===== src/rtl/noc_pkg.sv =====
// -----------------------------------------------------------------------------
// noc_pkg
// Shared definitions for the NoC packetizer slice:
//   - pkt_state_t      : packetizer FSM states (IDLE, SEND)
//   - flit_*_pos/lsb   : bit positions of the fields inside a flit, laid out
//                        as {head, tail, dest, payload} from MSB to LSB
//   - credit_cnt_width : width of a counter able to hold 0..credits
//   - num_flits        : flits needed to carry a packet of a given width
// -----------------------------------------------------------------------------
package noc_pkg;

  typedef enum logic [0:0] {
    IDLE = 1'b0,
    SEND = 1'b1
  } pkt_state_t;

  // Payload occupies the least significant bits of a flit.
  function automatic int flit_payload_lsb();
    return 0;
  endfunction

  // Destination field sits directly above the payload.
  function automatic int flit_dest_lsb(input int payload_w);
    return payload_w;
  endfunction

  function automatic int flit_tail_pos(input int payload_w, input int addr_w);
    return payload_w + addr_w;
  endfunction

  function automatic int flit_head_pos(input int payload_w, input int addr_w);
    return payload_w + addr_w + 1;
  endfunction

  function automatic int credit_cnt_width(input int credits);
    return $clog2(credits + 1);
  endfunction

  function automatic int num_flits(input int width, input int payload_w);
    return (width + payload_w - 1) / payload_w;
  endfunction

endpackage


===== src/rtl/noc_packetizer_pkt_fifo.sv =====
// -----------------------------------------------------------------------------
// pkt_fifo
// Small circular packet FIFO with read/write pointers that wrap at DEPTH and
// an occupancy count of 0..DEPTH.
// Ports:
//   clk, rst          : clock, synchronous active-high reset
//   push, wr_data     : write request and data (ignored when full)
//   pop               : read request (ignored when empty)
//   rd_data           : entry at the head of the FIFO
//   full, empty       : occupancy flags
//   count             : number of stored entries
// -----------------------------------------------------------------------------
module pkt_fifo
  import noc_pkg::*;
#(
  parameter int W     = 36,
  parameter int DEPTH = 2
) (
  input  logic                         clk,
  input  logic                         rst,
  input  logic                         push,
  input  logic [W-1:0]                 wr_data,
  input  logic                         pop,
  output logic [W-1:0]                 rd_data,
  output logic                         full,
  output logic                         empty,
  output logic [$clog2(DEPTH+1)-1:0]   count
);

  localparam int PTR_W = (DEPTH > 1) ? $clog2(DEPTH) : 1;
  localparam int CNT_W = $clog2(DEPTH + 1);

  logic [W-1:0]     r_mem [DEPTH];
  logic [PTR_W-1:0] r_wr_ptr;
  logic [PTR_W-1:0] r_rd_ptr;
  logic [CNT_W-1:0] r_count;

  logic             w_push;
  logic             w_pop;
  logic [PTR_W-1:0] w_wr_ptr_next;
  logic [PTR_W-1:0] w_rd_ptr_next;

  assign full  = (r_count == CNT_W'(DEPTH));
  assign empty = (r_count == '0);
  assign count = r_count;

  assign w_push = push && !full;
  assign w_pop  = pop && !empty;

  // Pointers wrap explicitly so DEPTH need not be a power of two.
  assign w_wr_ptr_next = (r_wr_ptr == PTR_W'(DEPTH - 1)) ? '0 : r_wr_ptr + PTR_W'(1);
  assign w_rd_ptr_next = (r_rd_ptr == PTR_W'(DEPTH - 1)) ? '0 : r_rd_ptr + PTR_W'(1);

  // Head entry is read combinationally: the packetizer must see a packet the
  // cycle after it is written so its head flit can issue on the next edge.
  assign rd_data = r_mem[r_rd_ptr];

  always_ff @(posedge clk) begin
    if (w_push) begin
      r_mem[r_wr_ptr] <= wr_data;
    end
  end

  always_ff @(posedge clk) begin
    if (rst) begin
      r_wr_ptr <= '0;
      r_rd_ptr <= '0;
      r_count  <= '0;
    end else begin
      if (w_push) begin
        r_wr_ptr <= w_wr_ptr_next;
      end
      if (w_pop) begin
        r_rd_ptr <= w_rd_ptr_next;
      end
      case ({w_push, w_pop})
        2'b10:   r_count <= r_count + CNT_W'(1);
        2'b01:   r_count <= r_count - CNT_W'(1);
        default: r_count <= r_count;
      endcase
    end
  end

endmodule


===== src/rtl/noc_packetizer.sv =====
// -----------------------------------------------------------------------------
// noc_packetizer
// Buffers fixed-width packets from a node and serialises them into flits for
// one router input port, adding head/tail framing and credit flow control.
// Flit layout: {head, tail, dest, payload}; payload is taken MSB first and the
// last flit is zero padded in its low bits when WIDTH is not a multiple of
// FLIT_PAYLOAD.
// Ports:
//   clk, rst        : clock, synchronous active-high reset
//   data_in         : packet data (WIDTH)
//   dest_in         : destination router index (N_ADDR_WIDTH)
//   valid_in        : packet valid; accepted when ready_out is also high
//   ready_out       : packet FIFO can accept (low during rst)
//   flit_out        : registered flit
//   flit_valid_out  : registered flit valid, one cycle per issued flit
//   credit_in       : one router buffer slot freed
//   credit_err      : sticky, credit returned while counter already full
//   busy            : FIFO non-empty or a flit on the output
// Optional build macro PACKETIZER_TRACE_EN: adds parameter NODE and a
// simulation-only trace of every head flit.
// -----------------------------------------------------------------------------
module noc_packetizer
  import noc_pkg::*;
#(
  parameter int WIDTH        = 32,
  parameter int FLIT_PAYLOAD = 16,
  parameter int N            = 16,
  parameter int N_ADDR_WIDTH = $clog2(N),
  parameter int DEPTH        = 2,
  parameter int CREDITS      = 4
`ifdef PACKETIZER_TRACE_EN
  ,
  parameter int NODE         = 0
`endif
) (
  input  logic                                clk,
  input  logic                                rst,
  input  logic [WIDTH-1:0]                    data_in,
  input  logic [N_ADDR_WIDTH-1:0]             dest_in,
  input  logic                                valid_in,
  output logic                                ready_out,
  output logic [FLIT_PAYLOAD+N_ADDR_WIDTH+1:0] flit_out,
  output logic                                flit_valid_out,
  input  logic                                credit_in,
  output logic                                credit_err,
  output logic                                busy
);

  localparam int NUM_FLITS   = num_flits(WIDTH, FLIT_PAYLOAD);
  localparam int PADDED_W    = NUM_FLITS * FLIT_PAYLOAD;
  localparam int PAD_W       = PADDED_W - WIDTH;
  localparam int IDX_W       = (NUM_FLITS > 1) ? $clog2(NUM_FLITS) : 1;
  localparam int CRED_W      = credit_cnt_width(CREDITS);
  localparam int FLIT_W      = FLIT_PAYLOAD + N_ADDR_WIDTH + 2;
  localparam int ENTRY_W     = WIDTH + N_ADDR_WIDTH;
  localparam int FIFO_CNT_W  = $clog2(DEPTH + 1);
  localparam int HEAD_POS    = flit_head_pos(FLIT_PAYLOAD, N_ADDR_WIDTH);
  localparam int TAIL_POS    = flit_tail_pos(FLIT_PAYLOAD, N_ADDR_WIDTH);
  localparam int DEST_LSB    = flit_dest_lsb(FLIT_PAYLOAD);
  localparam int PAYLOAD_LSB = flit_payload_lsb();

  // Registers
  pkt_state_t        r_state;
  logic [IDX_W-1:0]  r_flit_idx;
  logic [CRED_W-1:0] r_credit_cnt;
  logic              r_credit_err;
  logic [FLIT_W-1:0] r_flit_out;
  logic              r_flit_valid;

  // Next-state and datapath wires
  pkt_state_t        w_state_next;
  logic [IDX_W-1:0]  w_flit_idx_next;
  logic [CRED_W-1:0] w_credit_cnt_next;
  logic              w_credit_err_next;
  logic [FLIT_W-1:0] w_flit_out_next;
  logic              w_flit_valid_next;

  logic              w_push;
  logic              w_pop;
  logic [ENTRY_W-1:0] w_fifo_rd;
  logic              w_fifo_full;
  logic              w_fifo_empty;
  logic [FIFO_CNT_W-1:0] w_fifo_count;

  logic [WIDTH-1:0]        w_data;
  logic [N_ADDR_WIDTH-1:0] w_dest;
  logic [PADDED_W-1:0]     w_padded;
  logic [FLIT_PAYLOAD-1:0] w_payload;
  logic [FLIT_W-1:0]       w_flit;
  logic                    w_issue;
  logic                    w_is_tail;

  // ready_out depends only on occupancy, so a full FIFO never accepts even
  // in the cycle it pops.
  assign ready_out = !rst && !w_fifo_full;
  assign w_push    = valid_in && ready_out;

  pkt_fifo #(
    .W     (ENTRY_W),
    .DEPTH (DEPTH)
  ) u_fifo (
    .clk     (clk),
    .rst     (rst),
    .push    (w_push),
    .wr_data ({dest_in, data_in}),
    .pop     (w_pop),
    .rd_data (w_fifo_rd),
    .full    (w_fifo_full),
    .empty   (w_fifo_empty),
    .count   (w_fifo_count)
  );

  assign w_data = w_fifo_rd[WIDTH-1:0];
  assign w_dest = w_fifo_rd[ENTRY_W-1:WIDTH];

  // Left-align the packet so zero padding lands in the low bits of the last
  // flit, then pick flit r_flit_idx counting from the MSB end.
  assign w_padded  = PADDED_W'(w_data) << PAD_W;
  assign w_payload = FLIT_PAYLOAD'(w_padded >> (FLIT_PAYLOAD * (NUM_FLITS - 1 - int'(r_flit_idx))));

  assign w_issue   = !w_fifo_empty && (r_credit_cnt != '0);
  assign w_is_tail = (r_flit_idx == IDX_W'(NUM_FLITS - 1));

  always_comb begin
    w_flit = '0;
    w_flit[HEAD_POS] = (r_flit_idx == '0);
    w_flit[TAIL_POS] = w_is_tail;
    w_flit[DEST_LSB +: N_ADDR_WIDTH]      = w_dest;
    w_flit[PAYLOAD_LSB +: FLIT_PAYLOAD]   = w_payload;
  end

  // FSM state register and output registers
  always_ff @(posedge clk) begin
    if (rst) begin
      r_state      <= IDLE;
      r_flit_idx   <= '0;
      r_credit_cnt <= CRED_W'(CREDITS);
      r_credit_err <= 1'b0;
      r_flit_out   <= '0;
      r_flit_valid <= 1'b0;
    end else begin
      r_state      <= w_state_next;
      r_flit_idx   <= w_flit_idx_next;
      r_credit_cnt <= w_credit_cnt_next;
      r_credit_err <= w_credit_err_next;
      r_flit_out   <= w_flit_out_next;
      r_flit_valid <= w_flit_valid_next;
    end
  end

  // FSM next state and flit issue
  always_comb begin
    w_state_next      = r_state;
    w_flit_idx_next   = r_flit_idx;
    w_flit_out_next   = '0;
    w_flit_valid_next = 1'b0;
    w_pop             = 1'b0;
    case (r_state)
      IDLE: begin
        if (w_issue) begin
          w_flit_out_next   = w_flit;
          w_flit_valid_next = 1'b1;
          if (NUM_FLITS == 1) begin
            // Single-flit packet: head and tail at once, stay in IDLE so the
            // next packet can issue on the following edge.
            w_pop = 1'b1;
          end else begin
            w_flit_idx_next = IDX_W'(1);
            w_state_next    = SEND;
          end
        end
      end
      SEND: begin
        if (w_issue) begin
          w_flit_out_next   = w_flit;
          w_flit_valid_next = 1'b1;
          if (w_is_tail) begin
            w_pop           = 1'b1;
            w_flit_idx_next = '0;
            w_state_next    = IDLE;
          end else begin
            w_flit_idx_next = r_flit_idx + IDX_W'(1);
          end
        end
      end
      default: begin
        w_state_next    = IDLE;
        w_flit_idx_next = '0;
      end
    endcase
  end

  // Credit counter: an issue and a returned credit in the same cycle cancel.
  // A credit returned while already full is a router protocol error; the
  // counter holds and the sticky flag records it.
  always_comb begin
    w_credit_cnt_next = r_credit_cnt;
    w_credit_err_next = r_credit_err;
    case ({w_issue, credit_in})
      2'b10: w_credit_cnt_next = r_credit_cnt - CRED_W'(1);
      2'b01: begin
        if (r_credit_cnt == CRED_W'(CREDITS)) begin
          w_credit_err_next = 1'b1;
        end else begin
          w_credit_cnt_next = r_credit_cnt + CRED_W'(1);
        end
      end
      default: w_credit_cnt_next = r_credit_cnt;
    endcase
  end

  assign flit_out       = r_flit_out;
  assign flit_valid_out = r_flit_valid;
  assign credit_err     = r_credit_err;
  assign busy           = (w_fifo_count != '0) || r_flit_valid;

`ifdef PACKETIZER_TRACE_EN
  always @(posedge clk) begin
    if (!rst && w_issue && (r_flit_idx == '0)) begin
      $display("PKT; time=%d; from=%d; to=%d; flits=%d;",
               $time, NODE, w_dest, NUM_FLITS);
    end
  end
`endif

endmodule


===== config.mk =====
export PLATFORM = sky130hd
export DESIGN_NAME = noc_packetizer
export DESIGN_NICKNAME = d
export VERILOG_FILES = /design/src/rtl/noc_pkg.sv /design/src/rtl/noc_packetizer_pkt_fifo.sv /design/src/rtl/noc_packetizer.sv
export SDC_FILE = /design/constraint.sdc
export NUM_CORES = 1
export LEC_CHECK = 0
export CORE_MARGIN = 5
export CORE_UTILIZATION = 30
export CTS_CLUSTER_SIZE = 20
export DETAILED_ROUTE_END_ITERATION = 16
export SLEW_MARGIN = 10
export SYNTH_ARGS = -nofsm -noshare
export SYNTH_HDL_FRONTEND = slang
export SYNTH_SLANG_ARGS = --single-unit

===== constraint.sdc =====
create_clock -name clk -period 5.9 [get_ports clk]
set_clock_uncertainty 0.2 [all_clocks]
set_input_delay 1.475 -clock clk [delete_from_list [all_inputs] [get_ports clk]]
set_output_delay 1.475 -clock clk [all_outputs]
set_load 0.01 [all_outputs]

; Yosys cells after proc, flatten, opt, wreduce, memory -nomap -nowiden
; Memories as Yosys holds them, arrays and structs flattened. A register that Yosys moved wholly into a read port is not among the register bits.
; Index checks and enable logic that the tools add are counted.
[word_totals]
ff_bits = 33
mem_bits_rw = 72
input_bits = 40
out_inout_bits = 26
elab_cells = 69
n_memories = 1
[op_classes]
add_sub_neg = 8
n_eq_ne = 9
n_shift = 1
mux = 20
bitwise_logic = 3
n_reduce_logical = 18
[memory_table]
columns = memory, words, width, read_ports, rd_clocked_by_memory_dff, write_ports, line
row1 = u_fifo.r_mem, 2, 36, 1, 1, 1, noc_packetizer_pkt_fifo.sv:33  ; logic [W-1:0] r_mem [DEPTH];
[ops]
columns = operator, count
row1 = $shr 32x32->16, 1
row2 = $mux 1, 15
row3 = $eq 2x2->1 const B, 3
row4 = $pmux 3 s2, 1
row5 = $reduce_and 2->1, 3
row6 = $reduce_bool 2->1, 3
row7 = $logic_and 1x1->1, 5
row8 = $eq 2x1->1 const B, 2
row9 = $ne 2x2->1 const B, 2
row10 = $pmux 1 s2, 2
row11 = $pmux 2 s2, 1
row12 = $add 1x1->1 const B, 3
row13 = $add 3x1->3 const B, 1
row14 = $eq 3x3->1 const B, 1
row15 = $logic_not 1->1, 3
row16 = $mux 3, 1
row17 = $not 1->1, 3
row18 = $reduce_bool 3->1, 1
row19 = $sub 3x1->3 const B, 1
row20 = $add 2x1->2 const B, 1
row21 = $logic_not 2->1, 1
row22 = $ne 2x1->1 const B, 1
row23 = $reduce_or 2->1, 1
row24 = $sub 1x1->2 const A, 1
row25 = other kinds (2), 2

; Depth between registers and ports, before layout
[logic_depth]
depth_word = 8
ltp_mapped = 7
depth_no_buf = 6

; Modules after synthesis
; A second synthesis with hierarchy kept.
[unflattened]
hier_cells = 230
hier_area_um2 = 3888.7
[modules_own_cells]
columns = module, instances, cells_per_inst, area_each_um2, seq_area_each_um2
row1 = pkt_fifo, 1, 138, 2811.4, 2262.2
row2 = noc_packetizer, 1, 92, 1077.3, 580.6

; Worst setup path after synthesis
; OpenSTA, ideal clock, no wires.
[synth_path]
path_type = in2out
start = input rst
end = output ready_out
arrival_time_ns = 1.665
required_time_ns = 4.225
path_slack_ns = 2.560
path_stages = 1
path_buffers = 0
cell_sequence = nor2_1
[synth_via]
elab_chain_len = 2
[synth_rtl]
columns = item, line
row1 = from (decl), noc_packetizer.sv:37  ; input logic rst,
row2 = $logic_not 1->1, noc_packetizer.sv:95  ; assign ready_out = !rst && !w_fifo_full;
row3 = $logic_and 1x1->1, noc_packetizer.sv:95
row4 = to (decl), noc_packetizer.sv:41  ; output logic ready_out,
; No other way between the ends.

; Final worst setup path
; Same ends and word-level chain as after synthesis.

==> flow_summary.json <==
{
  "status": "finished clean",
  "place_area_mm2": 0.004633,
  "postCtsSetupBuffers": 0,
  "die_area_mm2": 0.01512,
  "max_freq_mhz": 213.4,
  "worst_slack_ns": 1.213,
  "postRouteWirelength_um": 7362,
  "first_global_vias": 2232,
  "fp.dieH_um": 123.0,
  "cp_slowest_cell": "clkdlybuf4s50_1",
  "crit_path_max_incr_delay_ns": 0.69,
  "finalNetCount": 327,
  "p_leak_nw": 1.680,
  "first_pass_iters": 4,
  "hold_viol": 0,
  "grt_setup_unrepaired": "no",
  "drive_gt1_frac": 0.1345,
  "pre_cts_slack_ns": 1.203,
  "startpoint": "rst",
  "r2r_start": "r_flit_idx$_SDFFE_PP0P_",
  "pin_count": 66,
  "via_per_inst": 4.517,
  "postSynthAreaPerCell_um2": 17.40,
  "synth_common_cells": "edfxtp_1, dfxtp_1, and3_1",
  "yosysMostFrequentCell": "edfxtp_1",
  "slew_viol_final": 0,
  "cts_root_buf": "clkbuf_16",
  "dp_hpwl_um": 4748,
  "antenna_found_initial": 0,
  "cts-hold-fix-buffers": 0,
  "tns_ns": 0,
  "place_congestion": 0.7002,
  "syn_to_final_growth_pct": 28.41,
  "irDropWorstVdd_uv": 175.6,
  "numCtsBuffers": 9,
  "worstPathMaxFanout": 16,
  "cts_tree": "built",
  "hold_class": "register to register",
  "path_clk_slew_ns": 0.06,
  "drt-initial-drc-count": 175,
  "cts_max_path_buffers": 2,
  "maxCapViolations": 0,
  "synth_top_area_cell": "edfxtp_1",
  "utilization": 0.3910,
  "overflow": 0,
  "r2r_end": "u_fifo.count[1]$_SDFFE_PP0P_",
  "crit_end": "ready_out",
  "synth_cells": 220,
  "finalInstanceArea_mm2": 0.004915,
  "start_kind": "primary input",
  "cp-end-kind": "output pin",
  "critPathArrivalTime_ns": 3.01,
  "diodes": 0,
  "io_buffers": 65,
  "p_per_area_mw_per_mm2": 320.3,
  "routed-via-count": 2087,
  "synth_edf_count": 72,
  "grtUsageTotal": 0.1040,
  "cp_data_required_time_ns": 4.22,
  "crit_chain": "clkdlybuf4s50_1, nor2_1, clkdlybuf4s50_1",
  "synth_area_mm2": 0.003827,
  "yosysSeqAreaShare": 0.7427,
  "final.min_clock_period_ns": 4.687,
  "clkSinkCount": 106,
  "async_flop_share": 0,
  "ff2ff_path_depth": 5,
  "ys_seq_elements": 106,
  "setup_viol": 0,
  "row_count": 41,
  "antenna_left": 0,
  "ys.flop_type": "edfxtp_1",
  "reg2reg_slack_ns": 3.38,
  "netlist.area_leader.share": 0.5649,
  "drc": 0,
  "syn-num-nets": 262,
  "yosysUniqueCellTypes": 37,
  "relSlewSlack": 0.3249,
  "wire_per_inst_um": 15.94,
  "grt_max_degree": 37,
  "tightestPinTransition_ns": 1.011,
  "start_util": 0.3045,
  "fin_hold_ws_ns": 0.2816,
  "critPathKind": "primary input to output pin",
  "cts_max_level": 3,
  "crit_top_cell": "clkdlybuf4s50_1",
  "die_w_um": 123.0,
  "min_period_over_period": 0.7944,
  "yosys_warnings": 0,
  "core_mm2": 0.01257,
  "clk_latency_ns": 0.34,
  "grt_pass1_wl_um": 11580,
  "synth_area_leaders": "edfxtp_1, dfxtp_1, mux4_2",
  "ctsResizeCount": 0
}
==> kinds of logic (layout without fill, tap and decap cells) <==
| kind of cell | after synthesis | count (layout) | share of synthesized area |
|---|---|---|---|
| AO/OA/AOI/OAI | 23 | 23 | 0.04512 |
| XOR/XNOR | 4 | 4 | 0.009155 |
| adder cells (fa/ha/maj) | 2 | 2 | 0.008499 |
| buffers and inverters | 18 | 88 | 0.02517 |
| flip-flops | 106 | 106 | 0.7427 |
| multiplexers | 20 | 20 | 0.1046 |
| AND/OR/NAND/NOR | 47 | 47 | 0.06473 |
==> worst min-delay path by stage <==
stage,depth (start not counted),start,slack (ns),end
2_1_floorplan,2,u_fifo.r_wr_ptr$_SDFFE_PP0P_,0.25,u_fifo.r_wr_ptr$_SDFFE_PP0P_
3_3_place_gp,2,credit_err$_SDFFE_PP0P_,0.26,credit_err$_SDFFE_PP0P_
3_5_place_dp,2,u_fifo.r_wr_ptr$_SDFFE_PP0P_,0.27,u_fifo.r_wr_ptr$_SDFFE_PP0P_
4_1_cts,2,u_fifo.r_wr_ptr$_SDFFE_PP0P_,0.28,u_fifo.r_wr_ptr$_SDFFE_PP0P_
5_1_grt,2,u_fifo.r_mem[0][34]$_DFFE_PP_,0.30,flit_out[18]$_SDFF_PP0_
6_report,2,u_fifo.r_mem[0][35]$_DFFE_PP_,0.28,flit_out[19]$_SDFF_PP0_
==> cells in the final DEF (no fill, tap or decap), types with 4 or more instances in the layout <==
cell type        instances
a21oi_1                  4
and3_1                  17
clkbuf_16                9
clkdlybuf4s50_1         65
clkinv_2                 4
dfxtp_1                 33
edfxtp_1                72
inv_1                    5
mux2i_1                  4
mux4_2                  16
nand2_1                  4
nor2_1                  14
or3_1                    5
==> per-stage QoR <==
stage	power [mW]	std cells
final	1.574	462
after CTS	1.595	462
after detailed placement	1.034	446
after floorplan	0.9540	220
after global placement	1.028	446
after global routing	1.644	462
==> report_power, final <==
group	leakage, nW	total, mW	internal [mW]	switching (mW)
clock network	0.145	0.560	0.307	0.253
logic	0.597	0.151	0.0859	0.0655
registers	0.938	0.862	0.831	0.0317
==> state kept, by name (all words and copies together), names as in the netlist, named ones only <==
signal and cells:
u_fifo.r_rd_ptr 1, u_fifo.count 2, r_credit_cnt 3, credit_err 1, u_fifo.r_wr_ptr 1, r_flit_idx 1
u_fifo.r_mem 72, flit_valid_out 1, r_state 1, flit_out 22
==> critical path: cells and delay by family <==
family                 cells  cell delay, ns
and+or+nand+nor            1            0.27
buffers and inverters      2            1.27
==> final cells by class <==
type | count | area (um2)
multi-input cells | 96 | 889.6
repair buffers | 67 | 665.6
fillers | 1195 | 7654
clock buffers | 11 | 252.7
flip-flops and latches | 106 | 2844
clock inverters | 5 | 28.78
well taps | 172 | 215.2
inverters | 5 | 18.77
==> routing by layer <==
metal  track usage  part of all wire  vias to the layer above  routed length (um)
met5             0                 0                        -                   0
met2        0.1770              0.53                       44                3913
met1        0.1200              0.41                     1051                3003
li1              -                 -                      980                   -
met3       0.03156             0.040                       12                 295
met4       0.04829             0.020                        0                 150
(Power assumes the default switching activity.)
